==> src/rtl/rmw_decode_sequencer_if.sv <==
// Bus bundle between the RMW shift-group sequencer and the 6502-style datapath.
// master = sequencer side (drives control outputs), slave = datapath/bus side.
interface rmw_decode_sequencer_if #(
    parameter int ADDR_W   = 16,
    parameter int STATUS_W = 7
) ();
    logic                rdy;
    logic [7:0]          instruction;
    logic                sync;
    logic                pc_enable;
    logic                address_select;
    logic [ADDR_W-1:0]   memory_address;
    logic                rw;
    logic [1:0]          input_data_latch_enable;
    logic [1:0]          data_buffer_enable;
    logic [2:0]          alu_enable;
    logic [2:0]          accumulator_enable;
    logic                processor_status_register_rw;
    logic [STATUS_W-1:0] processor_status_register_write;

    modport master (
        input  rdy, instruction,
        output sync, pc_enable, address_select, memory_address, rw,
               input_data_latch_enable, data_buffer_enable, alu_enable,
               accumulator_enable, processor_status_register_rw,
               processor_status_register_write
    );

    modport slave (
        output rdy, instruction,
        input  sync, pc_enable, address_select, memory_address, rw,
               input_data_latch_enable, data_buffer_enable, alu_enable,
               accumulator_enable, processor_status_register_rw,
               processor_status_register_write
    );
endinterface

==> src/rtl/rmw_decode_sequencer.sv <==
// Cycle sequencer for the shift group (ASL/ROL/LSR/ROR) in zpg, abs and accumulator modes.
// Abs mode is built only when RMW_ABS_MODE_EN is defined; otherwise bbb=011 runs as a NOP.
module rmw_decode_sequencer #(
    parameter int ADDR_W   = 16,
    parameter int STATUS_W = 7
) (
    input  logic                  clk,
    input  logic                  res,
    rmw_decode_sequencer_if.master bus
);

    localparam logic [2:0] ALU_NONE = 3'd0;
    localparam logic [2:0] ALU_ASL  = 3'd1;
    localparam logic [2:0] ALU_ROL  = 3'd2;
    localparam logic [2:0] ALU_LSR  = 3'd3;
    localparam logic [2:0] ALU_ROR  = 3'd4;

    // Status bit order is C,Z,I,D,B,V,N from bit 0, so C|Z|N = bits 0,1,6.
    localparam logic [STATUS_W-1:0] FLAG_CZN = STATUS_W'(7'h43);

    typedef enum logic [1:0] {
        M_NOP,
        M_ZPG,
        M_ABS,
        M_ACC
    } mode_t;

    typedef enum logic [3:0] {
        S_IDLE,
        S_FETCH,
        S_ADL,
        S_ADH,
        S_READ,
        S_MODIFY,
        S_WRITE,
        S_ACC_RD,
        S_ACC_WB
    } state_t;

    state_t     state, state_nxt;
    logic [7:0] opcode;
    logic [7:0] adl;
    logic [7:0] adh;
    logic       booted;
    mode_t      op_mode;
    logic [2:0] alu_op;

    function automatic mode_t decode(input logic [7:0] op);
        mode_t m;
        m = M_NOP;
        if (op[1:0] == 2'b10 && op[7] == 1'b0) begin
            case (op[4:2])
                3'b001:  m = M_ZPG;
                3'b010:  m = M_ACC;
`ifdef RMW_ABS_MODE_EN
                3'b011:  m = M_ABS;
`endif
                default: m = M_NOP;
            endcase
        end
        return m;
    endfunction

    assign op_mode = decode(opcode);

    always_comb begin
        case (opcode[6:5])
            2'b00:   alu_op = ALU_ASL;
            2'b01:   alu_op = ALU_ROL;
            2'b10:   alu_op = ALU_LSR;
            2'b11:   alu_op = ALU_ROR;
            default: alu_op = ALU_NONE;
        endcase
    end

    // Zero page never carries into the high byte, so adh is masked off there.
    assign bus.memory_address = ADDR_W'({(op_mode == M_ABS) ? adh : 8'h00, adl});

    always_ff @(posedge clk or posedge res) begin
        if (res) begin
            state  <= S_IDLE;
            opcode <= 8'hEA;
            adl    <= 8'h00;
            adh    <= 8'h00;
            booted <= 1'b0;
        end else begin
            state  <= state_nxt;
            booted <= 1'b1;
            if (state == S_FETCH && bus.rdy) opcode <= bus.instruction;
            if (state == S_ADL && bus.rdy)   adl    <= bus.instruction;
`ifdef RMW_ABS_MODE_EN
            if (state == S_ADH && bus.rdy)   adh    <= bus.instruction;
`endif
        end
    end

    always_comb begin
        state_nxt                           = state;
        bus.sync                            = 1'b0;
        bus.pc_enable                       = 1'b0;
        bus.address_select                  = 1'b0;
        bus.rw                              = 1'b1;
        bus.input_data_latch_enable         = 2'b00;
        bus.data_buffer_enable              = 2'b00;
        bus.alu_enable                      = ALU_NONE;
        bus.accumulator_enable              = 3'b000;
        bus.processor_status_register_rw    = 1'b1;
        bus.processor_status_register_write = '0;

        case (state)
            // The first edge after reset release is spent in IDLE.
            S_IDLE: begin
                if (bus.rdy && booted) state_nxt = S_FETCH;
            end
            S_FETCH: begin
                bus.sync      = 1'b1;
                bus.pc_enable = 1'b1;
                if (bus.rdy) begin
                    case (decode(bus.instruction))
                        M_ZPG, M_ABS: state_nxt = S_ADL;
                        M_ACC:        state_nxt = S_ACC_RD;
                        default:      state_nxt = S_IDLE;
                    endcase
                end
            end
            S_ADL: begin
                bus.pc_enable = 1'b1;
                if (bus.rdy) state_nxt = (op_mode == M_ABS) ? S_ADH : S_READ;
            end
            S_ADH: begin
                bus.pc_enable = 1'b1;
                if (bus.rdy) state_nxt = S_READ;
            end
            S_READ: begin
                bus.address_select          = 1'b1;
                bus.input_data_latch_enable = 2'b01;
                if (bus.rdy) state_nxt = S_MODIFY;
            end
            // Dummy write of the unmodified byte while the ALU works.
            S_MODIFY: begin
                bus.address_select                  = 1'b1;
                bus.rw                              = 1'b0;
                bus.input_data_latch_enable         = 2'b10;
                bus.data_buffer_enable              = 2'b01;
                bus.alu_enable                      = alu_op;
                bus.processor_status_register_rw    = 1'b0;
                bus.processor_status_register_write = FLAG_CZN;
                state_nxt                           = S_WRITE;
            end
            S_WRITE: begin
                bus.address_select     = 1'b1;
                bus.rw                 = 1'b0;
                bus.data_buffer_enable = 2'b10;
                state_nxt              = S_FETCH;
            end
            S_ACC_RD: begin
                bus.accumulator_enable              = 3'b110;
                bus.alu_enable                      = alu_op;
                bus.processor_status_register_rw    = 1'b0;
                bus.processor_status_register_write = FLAG_CZN;
                state_nxt                           = S_ACC_WB;
            end
            S_ACC_WB: begin
                bus.accumulator_enable = 3'b100;
                state_nxt              = S_FETCH;
            end
            default: state_nxt = S_IDLE;
        endcase
    end

endmodule

==> src/flat_wrapper.sv <==
// flat-port wrapper written by rule: the top's interface ports become plain ports
module rmw_decode_sequencer_flat 
#(
    parameter int ADDR_W   = 16,
    parameter int STATUS_W = 7
)
  (clk, res, bus_rdy, bus_instruction, bus_sync, bus_pc_enable, bus_address_select, bus_memory_address, bus_rw, bus_input_data_latch_enable, bus_data_buffer_enable, bus_alu_enable, bus_accumulator_enable, bus_processor_status_register_rw, bus_processor_status_register_write);
  rmw_decode_sequencer_if #(.ADDR_W(ADDR_W), .STATUS_W(STATUS_W)) bus_i ();
  input  logic clk;
  input  logic res;
  input wire logic [$bits(bus_i.rdy)-1:0] bus_rdy;
  input wire logic [$bits(bus_i.instruction)-1:0] bus_instruction;
  output wire logic [$bits(bus_i.sync)-1:0] bus_sync;
  output wire logic [$bits(bus_i.pc_enable)-1:0] bus_pc_enable;
  output wire logic [$bits(bus_i.address_select)-1:0] bus_address_select;
  output wire logic [$bits(bus_i.memory_address)-1:0] bus_memory_address;
  output wire logic [$bits(bus_i.rw)-1:0] bus_rw;
  output wire logic [$bits(bus_i.input_data_latch_enable)-1:0] bus_input_data_latch_enable;
  output wire logic [$bits(bus_i.data_buffer_enable)-1:0] bus_data_buffer_enable;
  output wire logic [$bits(bus_i.alu_enable)-1:0] bus_alu_enable;
  output wire logic [$bits(bus_i.accumulator_enable)-1:0] bus_accumulator_enable;
  output wire logic [$bits(bus_i.processor_status_register_rw)-1:0] bus_processor_status_register_rw;
  output wire logic [$bits(bus_i.processor_status_register_write)-1:0] bus_processor_status_register_write;
  assign bus_i.rdy = bus_rdy;
  assign bus_i.instruction = bus_instruction;
  assign bus_sync = bus_i.sync;
  assign bus_pc_enable = bus_i.pc_enable;
  assign bus_address_select = bus_i.address_select;
  assign bus_memory_address = bus_i.memory_address;
  assign bus_rw = bus_i.rw;
  assign bus_input_data_latch_enable = bus_i.input_data_latch_enable;
  assign bus_data_buffer_enable = bus_i.data_buffer_enable;
  assign bus_alu_enable = bus_i.alu_enable;
  assign bus_accumulator_enable = bus_i.accumulator_enable;
  assign bus_processor_status_register_rw = bus_i.processor_status_register_rw;
  assign bus_processor_status_register_write = bus_i.processor_status_register_write;
  rmw_decode_sequencer #(.ADDR_W(ADDR_W), .STATUS_W(STATUS_W)) u_core (.clk(clk), .res(res), .bus(bus_i));
endmodule
==> config.mk <==
export PLATFORM = sky130hd
export DESIGN_NAME = rmw_decode_sequencer_flat
export DESIGN_NICKNAME = d
export VERILOG_FILES = /design/src/rtl/rmw_decode_sequencer_if.sv /design/src/rtl/rmw_decode_sequencer.sv /design/src/flat_wrapper.sv
export SDC_FILE = /design/constraint.sdc
export NUM_CORES = 1
export LEC_CHECK = 0
export CELL_PAD_IN_SITES_DETAIL_PLACEMENT = 0
export CELL_PAD_IN_SITES_GLOBAL_PLACEMENT = 1
export CORE_ASPECT_RATIO = 0.75
export CORE_MARGIN = 4
export CORE_UTILIZATION = 31
export DETAILED_ROUTE_END_ITERATION = 10
export GPL_TIMING_DRIVEN = 0
export PLACE_DENSITY = 0.9
export SETUP_SLACK_MARGIN = 0.4
export SYNTH_ARGS = -nofsm -noshare
export SYNTH_HDL_FRONTEND = slang
export SYNTH_SLANG_ARGS = --single-unit
export TNS_END_PERCENT = 5
==> constraint.sdc <==
create_clock -name clk -period 2.3 [get_ports clk]
set_input_delay 0.345 -clock clk [delete_from_list [all_inputs] [get_ports clk]]
set_output_delay 0.345 -clock clk [all_outputs]
set_load 0.005 [all_outputs]
### After elaboration in Yosys (flattened, before gate mapping)

Index checks and enable logic that the tools add are counted.
Widths: inputs -> output; s select.

* bits of input ports: 11
* register bits after elaboration: 21
* word-level logic and storage cells: 72

* muxes and demuxes: 26
* eq/ne operators: 26
* reduce and logical (&&, ||, !) cells: 14
* bitwise logic cells: 2

Operator list (count)
* $pmux 4 s8: 1
* $mux 4: 5
* $eq 4x3->1 const B: 4
* $pmux 2 s2: 4
* $eq 2x2->1 const B: 7
* $pmux 3 s2: 2
* $pmux 3 s4: 1
* $eq 4x2->1 const B: 2
* $mux 2: 4
* $mux 8: 1
* $ne 2x2->1 const B: 4
* $reduce_or 2->1: 4
* $mux 7: 1
* $eq 3x1->1 const B: 2
* $eq 3x2->1 const B: 2
* $mux 3: 2
* $reduce_or 3->1: 2
* $logic_and 1x1->1: 5
* $mux 1: 5
* $reduce_and 5->1: 1
* $eq 2x1->1 const B: 2
* $eq 4x1->1 const B: 1
* $eq 4x4->1 const B: 1
* $logic_not 4->1: 1
* 3 further kinds: 4

### Longest topological paths before layout

* word-level depth: 10
* gate-level depth with buffers: 4
* depth with buffers taken out: 4

### Worst setup path before layout

No wires, ideal clock.

* path kind: flip-flop to output port
* from: register u_core.state[3]
* to: output port bus_input_data_latch_enable[1]
* cell stages (with the launch flop): 5
* data arrival time: 1.061 ns
* slack: 0.894 ns
* cells stage by stage: dfrtp_1 > nor2b_1 > nand2_1 > nor2_1 > buf_4

* longest elaborated chain between the ends: 2
* elaborated cells on any way between the ends: 3

Ends and longest elaborated chain
* from (decl): line rmw_decode_sequencer.sv:40 `state_t state, state_nxt;`
* from (signal assigned): line rmw_decode_sequencer.sv:87 `state <= state_nxt;`
* $eq 4x3->1: line rmw_decode_sequencer.sv:110 `case (state)`
* $pmux 2 s2 (*): line rmw_decode_sequencer.sv:110
* to (decl): line flat_wrapper.sv:18 `output wire logic [$bits(bus_i.input_data_latch_enable)-1:0] bus_input_data_latch_enable;`

Mark *: on every way between the ends. The rest lies on a longest branch, timed or not.

### Final worst setup path

* from: register u_core.state[3]
* to: output port bus_sync

* longest elaborated chain between the ends: 2

Ends and longest elaborated chain
* $eq 4x1->1: line rmw_decode_sequencer.sv:110
* $mux 1: line rmw_decode_sequencer.sv:110
* to (decl): line flat_wrapper.sv:13 `output wire logic [$bits(bus_i.sync)-1:0] bus_sync;`

No other way between the ends.

==> out/qor.txt <==
status: completed
critical path arrival: 1730 ps
Diodes inserted: 0
Combinational Power Share: 0.453
# fillers: 281
Placed Instances: 187
Power Internal: 773 uW
switch share: 0.301
I/O pin cnt: 49
Clk pwr share: 0.185
Clock transition at path regs: 60 ps
initial antenna violation count: 0
Nets: 169
Psw: 333 uW
CTS tree: yes
min Tclk post-route: 2070 ps
RSZ-0062 raised after global routing: yes
vias in the first global route: 864
H-tree levels: 1
Worst Setup Start Kind: flop
DP HPWL: 1860 um
clk buf depth: 2
CP Max Fanout: 4
#FFs+latches synth: 15
area grow syn2layout: 51.0%
Die X: 74.9 um
Pre-antenna DRT Iters: 4
Setup violations, final: 0
clock latency at the later pin of the worst-skew pair: 240 ps
layout cell share with drive strength beyond 1: 0.318
vias per cell: 4.61
residual DRC count: 0
CTS Sinks: 15
Mapped Avg Cell Area: 10.1 um^2
synth unique cells: 37
fmax: 483 MHz
pin count of the biggest net entering global routing: 16
IO buf count: 34
area of the multi-input gates: 562 um^2
routed via count: 886
Cell Pwr Density: 704 nW/um^2
Cell Area, Synth: 1040 um^2
number of flops mapped to enable cells by yosys: 0
total die area: 4360 um^2
WL met2: 1100 um
Final Cell Area: 1570 um^2
maxcap violations: 0
hold-fix buffers at CTS: 0
wirelength, routed: 2330 um
Synth async-reset ratio: 1.00
final cell count without fillers: 192
top_reg_cell synth: dfrtp_1
placed cell area: 1470 um^2
Max VDD drop: 521 uV
worst min path class: input port to async pin
top sig layer: met3
Worst setup EP type: output port
Final Max Slew Viols: 0
gpl congestion: 0.734
starting density of the core: 0.338
gr ovfl total: 0
sequential share of the synthesized area: 0.363
TNS Setup: 0 ps
final worst path period share: 0.901
length of routed wiring on met1: 957 um
Synth warnings: 8
post-route ant nets: 0
Worst Tran Pin Value: 558 ps
worst r2r path cells: 4
DIE HEIGHT: 58.2 um
WL met3: 265 um
final clock skew: 1.77 ps
All-Layer GR Usage: 0.106
Slew headroom: 0.628
root buf cell: clkbuf_8
post-synthesis cell count: 103
DRT iter0 DRCs: 40
Seq. cell area: 379 um^2
Placement Rows: 17
Leak: 0.000796 uW
Data required, critical path: 1960 ps
CP Class: flop to output port
global-route wire length before repair: 3690 um
cts bufs inserted: 3
Hold Violations, Final: 0
Routed WL per cell: 12.1 um
share of power burned in registers: 0.362
core area: 3080 um^2
==> sequential cells by signal (all words and copies together), names as in the netlist <==
name,flops
u_core.adl,8
u_core.booted,1
u_core.opcode,2
u_core.state,4
==> cells in the final DEF (no fill, tap or decap), drive strengths merged <==
cell	count
clkdlybuf4s50	32
buf	23
conb	14
dfrtp	13
mux2	10
nor2	6
and3	5
inv	5
clkbuf	5
nand2b	4
o21ai	3
xor2	3
ha	3
nor4b	3
nand2	3
a22oi	2
dfstp	2
nand4b	2
a221oi	2
nor2b	1
nor3	1
a31o	1
o21a	1
a21oi	1
or3	1
or3b	1
nand3b	1
a21o	1
nand3	1
nor4bb	1
o31ai	1
dlymetal6s2s	1
dlygate4sd2	1
==> worst paths after layout <==
| kind | from | end | slack [ps] |
|---|---|---|---|
| max reg2reg | u_core.state[3] | u_core.adl[5] | 740 |
| min in group clk | u_core.adl[4] | u_core.adl[4] | 500 |
| max in group asynchronous | res | u_core.state[0] | 1440 |
| min | res | u_core.adl[3] | 460 |
| max | u_core.state[3] | bus_sync | 230 |
| min reg2reg | u_core.adl[4] | u_core.adl[4] | 500 |
==> worst max-delay path, stage by stage, from the launching register on <==
cell             delay, ps
dfrtp_1                440
nor4b_4                460
clkdlybuf4s50_1        590
==> cells in the mapped netlist (all sizes together) (2+ instances only) <==
cell type / instances / share of area
a221oi: 2 / 0.023
a22oi: 2 / 0.014
and3: 5 / 0.030
buf: 19 / 0.14
clkbuf: 4 / 0.014
conb: 2 / 0.0072
dfrtp: 13 / 0.31
dfstp: 2 / 0.050
ha: 3 / 0.036
inv: 5 / 0.018
mux2: 10 / 0.11
nand2: 3 / 0.018
nand2b: 4 / 0.024
nand4b: 2 / 0.023
nor2: 6 / 0.024
nor4b: 3 / 0.040
o21ai: 3 / 0.014
xor2: 3 / 0.025
==> timing repair <==
action / CTS / global route
cloned: 0 / 0
setup buffers: 0 / 1
setup endpoints to repair: 17 / 16
pin swaps: 1 / 1
resized for setup: 9 / 13
==> cell type report <==
cell class / count / share of cell area
clock buffer: 4 / 0.0287
buffer: 23 / 0.108
inverter: 5 / 0.0119
timing repair buffer: 35 / 0.222
sequential: 15 / 0.241
multi-input combinational: 72 / 0.357
tap: 38 / 0.0303
==> kinds of logic (layout without fill, tap and decap cells) <==
kind of cell,Yosys count,in the layout,share of synthesized area
AOI/OAI and AO/OA,12,12,0.0865
xor gates and xnor gates,3,3,0.0252
other,2,14,0.00721
DFF,15,15,0.363
buffers and inverters,28,67,0.168
muxes,10,10,0.108
and+or+nand+nor,30,30,0.206
adders and majority gates,3,3,0.0361
==> power by group through the flow <==
stage | clock network, uW | logic [uW] | registers [uW]
2_1_floorplan | 0 | 258 | 396
3_3_place_gp | 0 | 444 | 396
3_5_place_dp | 0 | 455 | 400
4_1_cts | 211 | 478 | 397
5_1_grt | 227 | 550 | 412
6_report | 204 | 501 | 401
==> metal layers <==
layer / track usage / vias to the layer above
met2: 0.185 / 41
li1: - / 426
met3: 0.0416 / 0
met4: 0.0127 / 0
met5: 0 / -
met1: 0.125 / 419
==> through the flow <==
step	util	total power (uW)	hold WS, ps	worst slack, ps
6_report	0.510	1110	456	228
5_1_grt	0.510	1190	524	144
4_1_cts	0.499	1090	474	191
3_5_place_dp	0.478	855	494	282
3_3_place_gp	0.478	840	487	308
2_1_floorplan	-	655	245	894
No activity file was read; power rests on OpenSTA's default activity.
